File: src/rtl/syn_fifo_lvl.sv
// Single-clock FIFO with fill level, almost-full/empty thresholds, sticky error flags,
// synchronous flush and a choice of fall-through or registered read data.
module syn_fifo_lvl #(
   parameter int DEP   = 8,
   parameter int DWID  = 16,
   parameter int AF_TH = 6,
   parameter int AE_TH = 2,
   parameter int FWFT  = 1
) (
   input  logic                  clk,
   input  logic                  rst,
   input  logic                  flush_i,
   input  logic                  wr_i,
   input  logic [DWID-1:0]       wdata,
   input  logic                  rd_i,
   output logic [DWID-1:0]       rdata,
   output logic                  rvalid_o,
   output logic                  full_o,
   output logic                  empty_o,
   output logic                  afull_o,
   output logic                  aempty_o,
   output logic [$clog2(DEP):0]  count_o,
   output logic                  ovf_o,
   output logic                  udf_o
);

   localparam int AW = $clog2(DEP);
   localparam int PW = AW + 1;

   logic [DWID-1:0] mem_q [DEP];
   logic [PW-1:0]   wrptr_q, wrptr_d;
   logic [PW-1:0]   rdptr_q, rdptr_d;
   logic            ovf_q, ovf_d;
   logic            udf_q, udf_d;
   logic            wr_acc, rd_acc;

   // Pointers carry a wrap bit, so their difference is the fill level directly.
   assign count_o  = wrptr_q - rdptr_q;
   assign full_o   = (count_o == PW'(DEP));
   assign empty_o  = (wrptr_q == rdptr_q);
   assign afull_o  = (count_o >= PW'(AF_TH));
   assign aempty_o = (count_o <= PW'(AE_TH));
   assign ovf_o    = ovf_q;
   assign udf_o    = udf_q;

   always_comb begin
      wr_acc  = wr_i & ~full_o & ~flush_i;
      rd_acc  = rd_i & ~empty_o & ~flush_i;
      wrptr_d = wrptr_q + PW'(wr_acc);
      rdptr_d = rdptr_q + PW'(rd_acc);
      ovf_d   = ovf_q | (wr_i & full_o);
      udf_d   = udf_q | (rd_i & empty_o);
      if (flush_i) begin
         wrptr_d = '0;
         rdptr_d = '0;
         ovf_d   = 1'b0;
         udf_d   = 1'b0;
      end
   end

   always_ff @(posedge clk or negedge rst) begin
      if (!rst) begin
         wrptr_q <= '0;
         rdptr_q <= '0;
         ovf_q   <= 1'b0;
         udf_q   <= 1'b0;
      end else begin
         wrptr_q <= wrptr_d;
         rdptr_q <= rdptr_d;
         ovf_q   <= ovf_d;
         udf_q   <= udf_d;
      end
   end

   // Storage is not reset; the rst term stops an edge during reset from landing a write.
   always_ff @(posedge clk) begin
      if (rst && wr_acc)
         mem_q[wrptr_q[AW-1:0]] <= wdata;
   end

   generate
      if (FWFT != 0) begin : g_fwft
         // Masking while empty keeps rdata at zero after reset without a data register.
         assign rdata    = empty_o ? '0 : mem_q[rdptr_q[AW-1:0]];
         assign rvalid_o = ~empty_o;
      end else begin : g_reg
         logic [DWID-1:0] rdata_q, rdata_d;
         logic            rvalid_q, rvalid_d;

         always_comb begin
            rdata_d  = rd_acc ? mem_q[rdptr_q[AW-1:0]] : rdata_q;
            rvalid_d = rd_acc;
         end

         always_ff @(posedge clk or negedge rst) begin
            if (!rst) begin
               rdata_q  <= '0;
               rvalid_q <= 1'b0;
            end else begin
               rdata_q  <= rdata_d;
               rvalid_q <= rvalid_d;
            end
         end

         assign rdata    = rdata_q;
         assign rvalid_o = rvalid_q;
      end
   endgenerate

endmodule

File: config.mk
export PLATFORM = sky130hd
export DESIGN_NAME = syn_fifo_lvl
export DESIGN_NICKNAME = d
export VERILOG_FILES = /design/src/rtl/syn_fifo_lvl.sv
export SDC_FILE = /design/constraint.sdc
export NUM_CORES = 1
export LEC_CHECK = 0
export CAP_MARGIN = 20
export CELL_PAD_IN_SITES_DETAIL_PLACEMENT = 0
export CELL_PAD_IN_SITES_GLOBAL_PLACEMENT = 1
export CORE_ASPECT_RATIO = 2
export CORE_MARGIN = 2
export CORE_UTILIZATION = 46
export CTS_BUF_LIST = sky130_fd_sc_hd__clkbuf_8
export DETAILED_ROUTE_END_ITERATION = 8
export PLACE_DENSITY = 0.78
export SETUP_SLACK_MARGIN = 0.5
export SLEW_MARGIN = 30
export SYNTH_ARGS = -nofsm -noshare
export SYNTH_HDL_FRONTEND = slang
export SYNTH_SLANG_ARGS = --single-unit
File: constraint.sdc
create_clock -name clk -period 5 [get_ports clk]
set_clock_uncertainty 0.2 [all_clocks]
set_input_delay 0.5 -clock clk [delete_from_list [all_inputs] [get_ports clk]]
set_output_delay 0.5 -clock clk [all_outputs]
set_load 0.005 [all_outputs]
==> results.cfg, run 1 <==
[cts]
holdBufCountCts = 0
path_clk_slew_ns = 0.08
cts_tree = yes
cts_max_path_buffers = 2
cts_max_level = 4
ctsResizeCount = 0
cts-root-buf = clkbuf_8
clk_latency_ns = 0.43
post-cts-setup-buffer-count = 0
cts_sinks = 138
cts_made_buffers = 17

[critical_path]
r2r_end = wrptr_q[2]
endpoint_kind = output pin
critPathArrivalTime_ns = 3.05
required_ns = 4.30
worst-path-max-fanout = 11
path_class = flop to output pin
startpoint = wrptr_q[1]
start_kind = flop
regToRegSetupSlack_ns = 1.76
r2r_cells = 10
r2r_start = wrptr_q[1]

[yosys]
yosys_warnings = 0
netlist_area_mm2 = 0.005530
syn_nets = 325
synth_mux_area_share_pct = 13.03
avgSynthCellArea_um2 = 18.68
synth_compound_area_share_pct = 2.149
synth_top_family_by_area = multiplexers
seq_area_frac_synth_pct = 74.03
synth_cell_types = 30
synthAdderAreaFrac_pct = 1.946
yosys.area_share.simple_pct = 5.747
synth_seq_cells = 138
synth_cells = 296
synth_xor_xnor_area_share_pct = 1.086

[global_routing]
grt-ovfl-total = 0
grt_util_all_layers_pct = 18.13
grt_pass1_wl_mm = 16.55
grt_max_degree = 34
grt_pass1_vias = 3051
antenna_found_initial = 0

[routing]
routed_wl_mm = 10.60
dr.pass1.iters = 4
routedWlPerCell_um = 20.42
via_per_inst = 5.592
drc = 0
vias = 2902
first_iter_violations = 225
ant_nets = 0

[finish]
mostFrequentLayoutCell = edfxtp_1
final_cell_mix = edfxtp_1, clkdlybuf4s50_1, nand2_1
fin_area_mm2 = 0.006711
drive_above_1_share_pct = 24.06
nets = 390
fin_cells = 519
insertedDiodeCount = 0
area_growth_syn_to_layout_pct = 21.36

[sta]
finalHoldViolations = 0
fin_crit_ns = 3.753
fmax_mhz = 266.4
setup_violations = 0
rsz0062_at_grt = no
final.setup.tns_ns = 0
finalMaxSlewViolations = 0
fin_crit_sh_pct = 75.06
max_slew_margin_pct = 55.73
worstMarginPinSlew_ns = 0.6640

[worst_hold_path]
hold_class = input port to async pin

[die]
core_area_mm2 = 0.01170
rows = 56
die_area_mm2 = 0.01297
die_h_um = 159.1
die_w_um = 81.53
ios = 48
start_util_pct = 47.26

[place]
dp_hpwl_mm = 6.453
numPortBuffers = 47
placed_cell_area_mm2 = 0.006271
gp_congestion = 0.7466
dpl.cell_count = 487

[outcome]
run_status = finished, final reports clean

[run]
cap_violations = 0

[power]
power_w = 0.002446
p_leak_nw = 2.223
powerDensity_mw_per_mm2 = 364.4
peakVddDrop_mv = 0.3602
==> where the power goes <==
| group | switching, W | internal, W |
|---|---|---|
| combinational | 0.0000978 | 0.000107 |
| sequential | 0.00000419 | 0.00127 |
| clock | 0.000420 | 0.000545 |
| total | 0.000522 | 0.00192 |
==> how the worst max path moves through the flow <==
stage	slack, ns	depth (start not counted)	endpoint
6_report	1.25	6	full_o
5_1_grt	1.03	6	full_o
4_1_cts	0.96	6	full_o
3_5_place_dp	1.44	6	full_o
3_3_place_gp	1.52	6	full_o
2_1_floorplan	0.93	9	mem_q[4][0]
==> final cells by class <==
class,instances,area [um^2]
clock buffer,17,234.0
clock inverter,15,200.2
fill,881,4990
inverter,9,33.78
multi-input combinational,135,1391
sequential,138,4095
tap,145,181.4
timing repair buffer,60,575.6
==> per-stage QoR <==
stage,setup WS (ns),util (%),hold WS [ns]
after floorplan,0.9331,-,0.004409
after global placement,1.518,53.36,0.2777
after detailed placement,1.436,53.59,0.3024
after CTS,0.9637,57.30,0.2299
after global routing,1.034,57.36,0.2552
final,1.247,57.36,0.2540
==> sequential cells by signal, summed over array words and instances (netlist names) <==
register,cells
ovf_o,1
rdptr_q,4
mem_q,128
udf_o,1
wrptr_q,4
==> synth_stat cells, drive strengths merged <==
master | instances | area share [%]
clkbuf | 5 | 0.34
dfrtp | 10 | 4.5
clkinv | 1 | 0.068
nor2 | 7 | 0.52
and2b | 1 | 0.16
ha | 7 | 1.6
a21oi | 19 | 1.7
nor2b | 5 | 0.57
and3 | 2 | 0.32
fa | 1 | 0.36
nor3 | 7 | 0.72
nand3 | 5 | 0.45
buf | 9 | 1.1
inv | 8 | 0.54
xor2 | 4 | 0.77
a211oi | 1 | 0.14
nand3b | 3 | 0.41
o22ai | 1 | 0.11
mux4 | 32 | 13
nor4 | 2 | 0.23
nand2 | 35 | 2.4
edfxtp | 128 | 70
xnor2 | 2 | 0.32
a22o | 1 | 0.18
==> routing by layer <==
layer | up-vias | track usage (%) | share of wire (%)
li1 | 1293 | - | -
met1 | 1514 | 21.14 | 38
met2 | 76 | 30.92 | 56
met3 | 19 | 4.082 | 4.1
met4 | 0 | 8.398 | 2.4
met5 | - | 0 | 0
==> worst max-delay path, cell delays in order, from the launching register on <==
cell	delay, ns
dfrtp_1	0.51
inv_1	0.13
fa_1	0.45
xor2_1	0.23
nand3_1	0.16
nor3_4	0.53
clkdlybuf4s50_1	0.62
==> cell families (layout without fill, tap and decap cells) <==
group,Yosys count,after routing
mux,32,32
fa+ha+maj,8,8
buf+inv,23,101
flops,138,138
simple gates,67,67
xor+xnor,6,6
compound gates,22,22
(Power assumes the default switching activity.)
==> run 2, diff against run 1 <==
==> constraint.sdc (replaced) <==
create_clock -name clk -period 3.9 [get_ports clk]
set_clock_uncertainty 0.2 [all_clocks]
set_input_delay 0.39 -clock clk [delete_from_list [all_inputs] [get_ports clk]]
set_output_delay 0.39 -clock clk [all_outputs]
set_load 0.005 [all_outputs]
==> run 2 against run 1 <==
Effect of this change: sequential share of layout area shrank 0.21 points; sequential cell count stayed put; first-iteration DRC count decreased by 16%; worst setup slack got worse by 0.56 ns; cell count increased by 1.2%; global-route usage fell by 0.24 points; register-to-register slack got worse by 0.85 ns; sequential power increased by 28%; non-clock buffer count increased by 6; die area stayed put; critical path type unchanged.
==> results.cfg, run 2 (synthesis gave the netlist of run 1 again) <==
[outcome]
run_status = finished, final reports clean

[critical_path]
r2r_cells = 14
regToRegSetupSlack_ns = 0.91
path_cells = clkinv_1 > buf_6 > ha_2 > a21oi_2 > a21oi_2 > buf_4 > nor3_2 > buf_6 > clkdlybuf4s50_1
r2r_end = wrptr_q[2]
start_kind = flop
cpPeakStageDelay_ns = 0.48
required_ns = 3.31
path_class = flop to output pin
r2r_start = rdptr_q[2]
critPathArrivalTime_ns = 2.62
worst-path-max-fanout = 17
endpoint_kind = output pin
cpMaxStageDelayCell = clkdlybuf4s50_1

[cts]
cts_tree = yes
clk_latency_ns = 0.43
cts_made_buffers = 17
holdBufCountCts = 0
cts_max_path_buffers = 2
path_clk_slew_ns = 0.08
cts_sinks = 138
cts_max_level = 4
cts-root-buf = clkbuf_8

[power]
powerDensity_mw_per_mm2 = 451.8
p_leak_nw = 2.234
peakVddDrop_mv = 0.3380

[sta]
finalHoldViolations = 0
finalMaxSlewViolations = 0
fin_crit_ns = 3.212
rsz0062_at_grt = no
final.setup.tns_ns = 0
fmax_mhz = 311.4
setup_violations = 0
fin_crit_sh_pct = 82.35
worstMarginPinSlew_ns = 0.6594
whs_ns = 0.1455
max_slew_margin_pct = 56.04

[global_routing]
grt_pass1_vias = 3027
grt_util_all_layers_pct = 17.89
antenna_found_initial = 0
grt_max_degree = 35
grt-ovfl-total = 0
grt_pass1_wl_mm = 16.42

[finish]
largest_reg_flops = 128
utilization_pct = 57.57
area_growth_syn_to_layout_pct = 21.81
mostFrequentLayoutCell = edfxtp_1
fin_cells = 525
fin_area_mm2 = 0.006736
final_cell_mix = edfxtp_1, clkdlybuf4s50_1, nand2_1
nets = 396
drive_above_1_share_pct = 26.84
insertedDiodeCount = 0

[worst_hold_path]
hold_class = input port to async pin

[routing]
vias = 2866
routedWlPerCell_um = 20.32
dr.pass1.iters = 4
ant_nets = 0
drc = 0
via_per_inst = 5.459
routed_wl_mm = 10.67
first_iter_violations = 190

[die]
ios = 48
core_area_mm2 = 0.01170
rows = 56
die_area_mm2 = 0.01297
die_h_um = 159.1
die_w_um = 81.53
start_util_pct = 47.26

[place]
gp_congestion = 0.7810
numPortBuffers = 47
placed_cell_area_mm2 = 0.006271
dpl.cell_count = 488
dp_hpwl_mm = 6.424

[run]
cap_violations = 0
-- run 2: what timing repair did --
action                                  4_1_cts  5_1_grt
pin swaps                                     0        2
endpoints found under the setup margin       13       10
gates resized for setup                       2        6
setup buffers                                 0        5
-- run 2: worst max path at each step --
| stage | end | startpoint |
|---|---|---|
| detailed placement | wrptr_q[2] | wrptr_q[1] |
| floorplan | mem_q[2][0] | rdptr_q[2] |
| global placement | wrptr_q[2] | wrptr_q[1] |
| global route | full_o | rdptr_q[2] |
| finish | full_o | rdptr_q[2] |
| CTS | full_o | rdptr_q[2] |
-- run 2: where the power goes --
part           internal [W]  switching [W]  total [W]
Combinational      0.000152       0.000130   0.000282
Sequential          0.00163     0.00000600    0.00164
Clock              0.000588       0.000537    0.00112
-- run 2: final cells by class --
type,count,area [um^2]
clock buffers,18,247.7
clock inverters,14,148.9
fillers,906,4965
inverters,9,33.78
multi-input cells,135,1408
flip-flops and latches,138,4096
well taps,145,181.4
repair buffers,66,620.6
-- run 2: through the flow --
step | setup slack (ns) | total power, W
floorplan | 0.3244 | 0.001792
global placement | 0.9494 | 0.001934
detailed placement | 0.8683 | 0.001939
global route | 0.5076 | 0.003173
finish | 0.6883 | 0.003044
CTS | 0.5316 | 0.003064
-- run 2: routing by layer --
metal  track usage (%)  routed length [um]  share of wire, %  vias up
li1                  -                   -                 -     1304
met1             21.19                4124                39     1466
met2             30.14                5900                55       84
met3             5.045                 450               4.2       12
met4             7.088                 193               1.8        0
met5                 0                   0                 0        -
-- run 2: worst max-delay path: cells and delay by family, from the launching register on --
kind / cells / cell delay [ns]
buffers and inverters: 5 / 1.00
adder cells (fa/ha/maj): 1 / 0.35
flip-flops: 1 / 0.39
AND/OR/NAND/NOR: 1 / 0.19
AO/OA/AOI/OAI: 2 / 0.25
==> run 3, diff against run 2 <==
--- a/config.mk
+++ b/config.mk
@@ -13,7 +13,7 @@
 export CORE_UTILIZATION = 46
 export CTS_BUF_LIST = sky130_fd_sc_hd__clkbuf_8
 export DETAILED_ROUTE_END_ITERATION = 8
-export PLACE_DENSITY = 0.78
+export PLACE_DENSITY = 0.81
 export SETUP_SLACK_MARGIN = 0.5
 export SLEW_MARGIN = 30
 export SYNTH_ARGS = -nofsm -noshare
==> constraint.sdc (replaced) <==
create_clock -name clk -period 2.68 [get_ports clk]
set_clock_uncertainty 0.2 [all_clocks]
set_input_delay 0.268 -clock clk [delete_from_list [all_inputs] [get_ports clk]]
set_output_delay 0.268 -clock clk [all_outputs]
set_load 0.005 [all_outputs]
==> run 3 against run 2 <==
Effect of this change: the run now ends with negative setup slack left; clock-buffer cell count fell by 1; non-clock buffer count rose by 68; power rose by 59%; cell count rose by 13%; global-route usage rose by 3.1 points; sequential share of layout area fell by 8.8 points; sequential power rose by 45%; hold slack got worse by 0.035 ns; critical path type is now flop to flop; critical endpoint is now mem_q[5][0]; largest power group unchanged.
==> results.cfg, run 3 (synthesis gave the netlist of run 1 again) <==
[finish]
drive_above_1_share_pct = 52.01
mostFrequentLayoutCell = edfxtp_1
area_growth_syn_to_layout_pct = 42.58
final_cell_mix = edfxtp_1, buf_4, mux4_2
largest_reg_flops = 128
nets = 464
nFillCells = 703
fin_cells = 593
insertedDiodeCount = 0
fin_area_mm2 = 0.007885

[power]
clkPwrFrac_pct = 36.5
p_sw_share_pct = 21.97
p_switching_w = 0.001062
powerDensity_mw_per_mm2 = 613.1
seqPwrFrac_pct = 49.3
peakVddDrop_mv = 0.5449
power_w = 0.004834
comb_power_share_pct = 14.2
p_int_w = 0.003772
p_leak_nw = 2.785

[critical_path]
required_ns = 2.62
path_buf_inv = 8
endpoint_kind = flop
startpoint = rdptr_q[2]
path_cells = clkinv_4 > ha_4 > buf_6 > nand3b_1 > a21oi_2 > buf_4 > nor3_4 > buf_6 > buf_12 > buf_12 > nor4_4 > buf_4 > clkbuf_16
start_kind = flop
r2r_start = rdptr_q[2]
critPathArrivalTime_ns = 2.77
cpMaxStageDelayCell = dfrtp_1
cp_top_family = buffers and inverters
path_class = flop to flop
cpPeakStageDelay_ns = 0.43
worst-path-max-fanout = 8

[cts]
cts_max_level = 4
cts_tree = yes
cts_sinks = 138
cts-root-buf = clkbuf_8
holdBufCountCts = 0
path_clk_slew_ns = 0.07
cts_max_path_buffers = 2
cts_made_buffers = 17
clk_latency_ns = 0.42

[sta]
worstMarginPinSlew_ns = 0.3347
fin_crit_sh_pct = 105.6
finalMaxSlewViolations = 0
setup_violations = 117
finalHoldViolations = 0
fmax_mhz = 353.3
rsz0062_at_grt = yes
max_slew_margin_pct = 77.62
fin_crit_ns = 2.831
worst_slack_ns = -0.1508

[global_routing]
grt_pass1_wl_mm = 19.11
grt-ovfl-total = 0
grt_util_all_layers_pct = 21.01
antenna_found_initial = 0
grt_max_degree = 35
grt_pass1_vias = 3433

[worst_hold_path]
hold_class = input port to async pin

[routing]
routedWlPerCell_um = 22.66
ant_nets = 0
vias = 3305
routed_wl_mm = 13.44
drc = 0
first_iter_violations = 230
via_per_inst = 5.573
dr.pass1.iters = 4

[place]
placed_cell_area_mm2 = 0.006518
dp_slack_ns = -0.1868
dp_hpwl_mm = 6.867
gp_congestion = 0.7640
dpl.cell_count = 501
numPortBuffers = 47

[run]
cap_violations = 0

[die]
die_h_um = 159.1
die_w_um = 81.53
rows = 56
start_util_pct = 47.26
core_area_mm2 = 0.01170
ios = 48
die_area_mm2 = 0.01297

[outcome]
violations = negative setup slack
run_status = complete, but fails checks
==> run 3: path summary, 6_finish.rpt <==
path | to | slack [ns] | depth (start not counted)
setup / recovery | mem_q[5][0] | -0.15 | 13
hold / removal | rdptr_q[0] | 0.11 | 2
setup reg to reg | mem_q[5][0] | -0.15 | 13
hold reg to reg | udf_o | 0.31 | 2
max in group asynchronous | rdptr_q[1] | 2.00 | 2
min in group clk | udf_o | 0.27 | 3
==> run 3: cell type report <==
class | instances | area, um^2 | share of cell area (%)
inverters | 9 | 46.29 | 0.5871
clock inverters | 15 | 185.2 | 2.348
well taps | 145 | 181.4 | 2.301
flip-flops and latches | 138 | 4098 | 51.97
clock buffers | 17 | 234.0 | 2.967
multi-input cells | 135 | 1682 | 21.33
repair buffers | 134 | 1459 | 18.50
==> run 3: per-stage QoR <==
stage | utilization [%] | hold slack, ns | setup TNS (ns)
2_1_floorplan | - | -0.2276 | -0.9916
3_3_place_gp | 55.70 | 0.2839 | -7.198
3_5_place_dp | 55.70 | 0.3009 | -15.75
4_1_cts | 64.50 | 0.06601 | -0.4328
5_1_grt | 67.39 | 0.1002 | -15.15
6_report | 67.39 | 0.1105 | -6.803
==> run 3: power groups by stage <==
| stage | clock network, W | logic (W) | registers [W] |
|---|---|---|---|
| after floorplan | 0 | 0.000197 | 0.00243 |
| after global placement | 0 | 0.000441 | 0.00243 |
| after detailed placement | 0 | 0.000450 | 0.00243 |
| after CTS | 0.00177 | 0.000598 | 0.00238 |
| after global routing | 0.00187 | 0.000728 | 0.00238 |
| final | 0.00176 | 0.000686 | 0.00238 |
==> run 3: routing by layer <==
| metal | vias to the layer above | share of wire [%] | GRT usage (%) |
|---|---|---|---|
| li1 | 1443 | - | - |
| met1 | 1699 | 33 | 22.02 |
| met2 | 137 | 59 | 39.05 |
| met3 | 26 | 5.4 | 4.138 |
| met4 | 0 | 2.6 | 8.629 |
| met5 | - | 0 | 0 |
==> run 3: repair_timing <==
action	4_1_cts	5_1_grt
buffers inserted	35	17
setup endpoints to repair	161	161
gates resized for setup	150	35
pin swaps	26	18
cloned	4	4
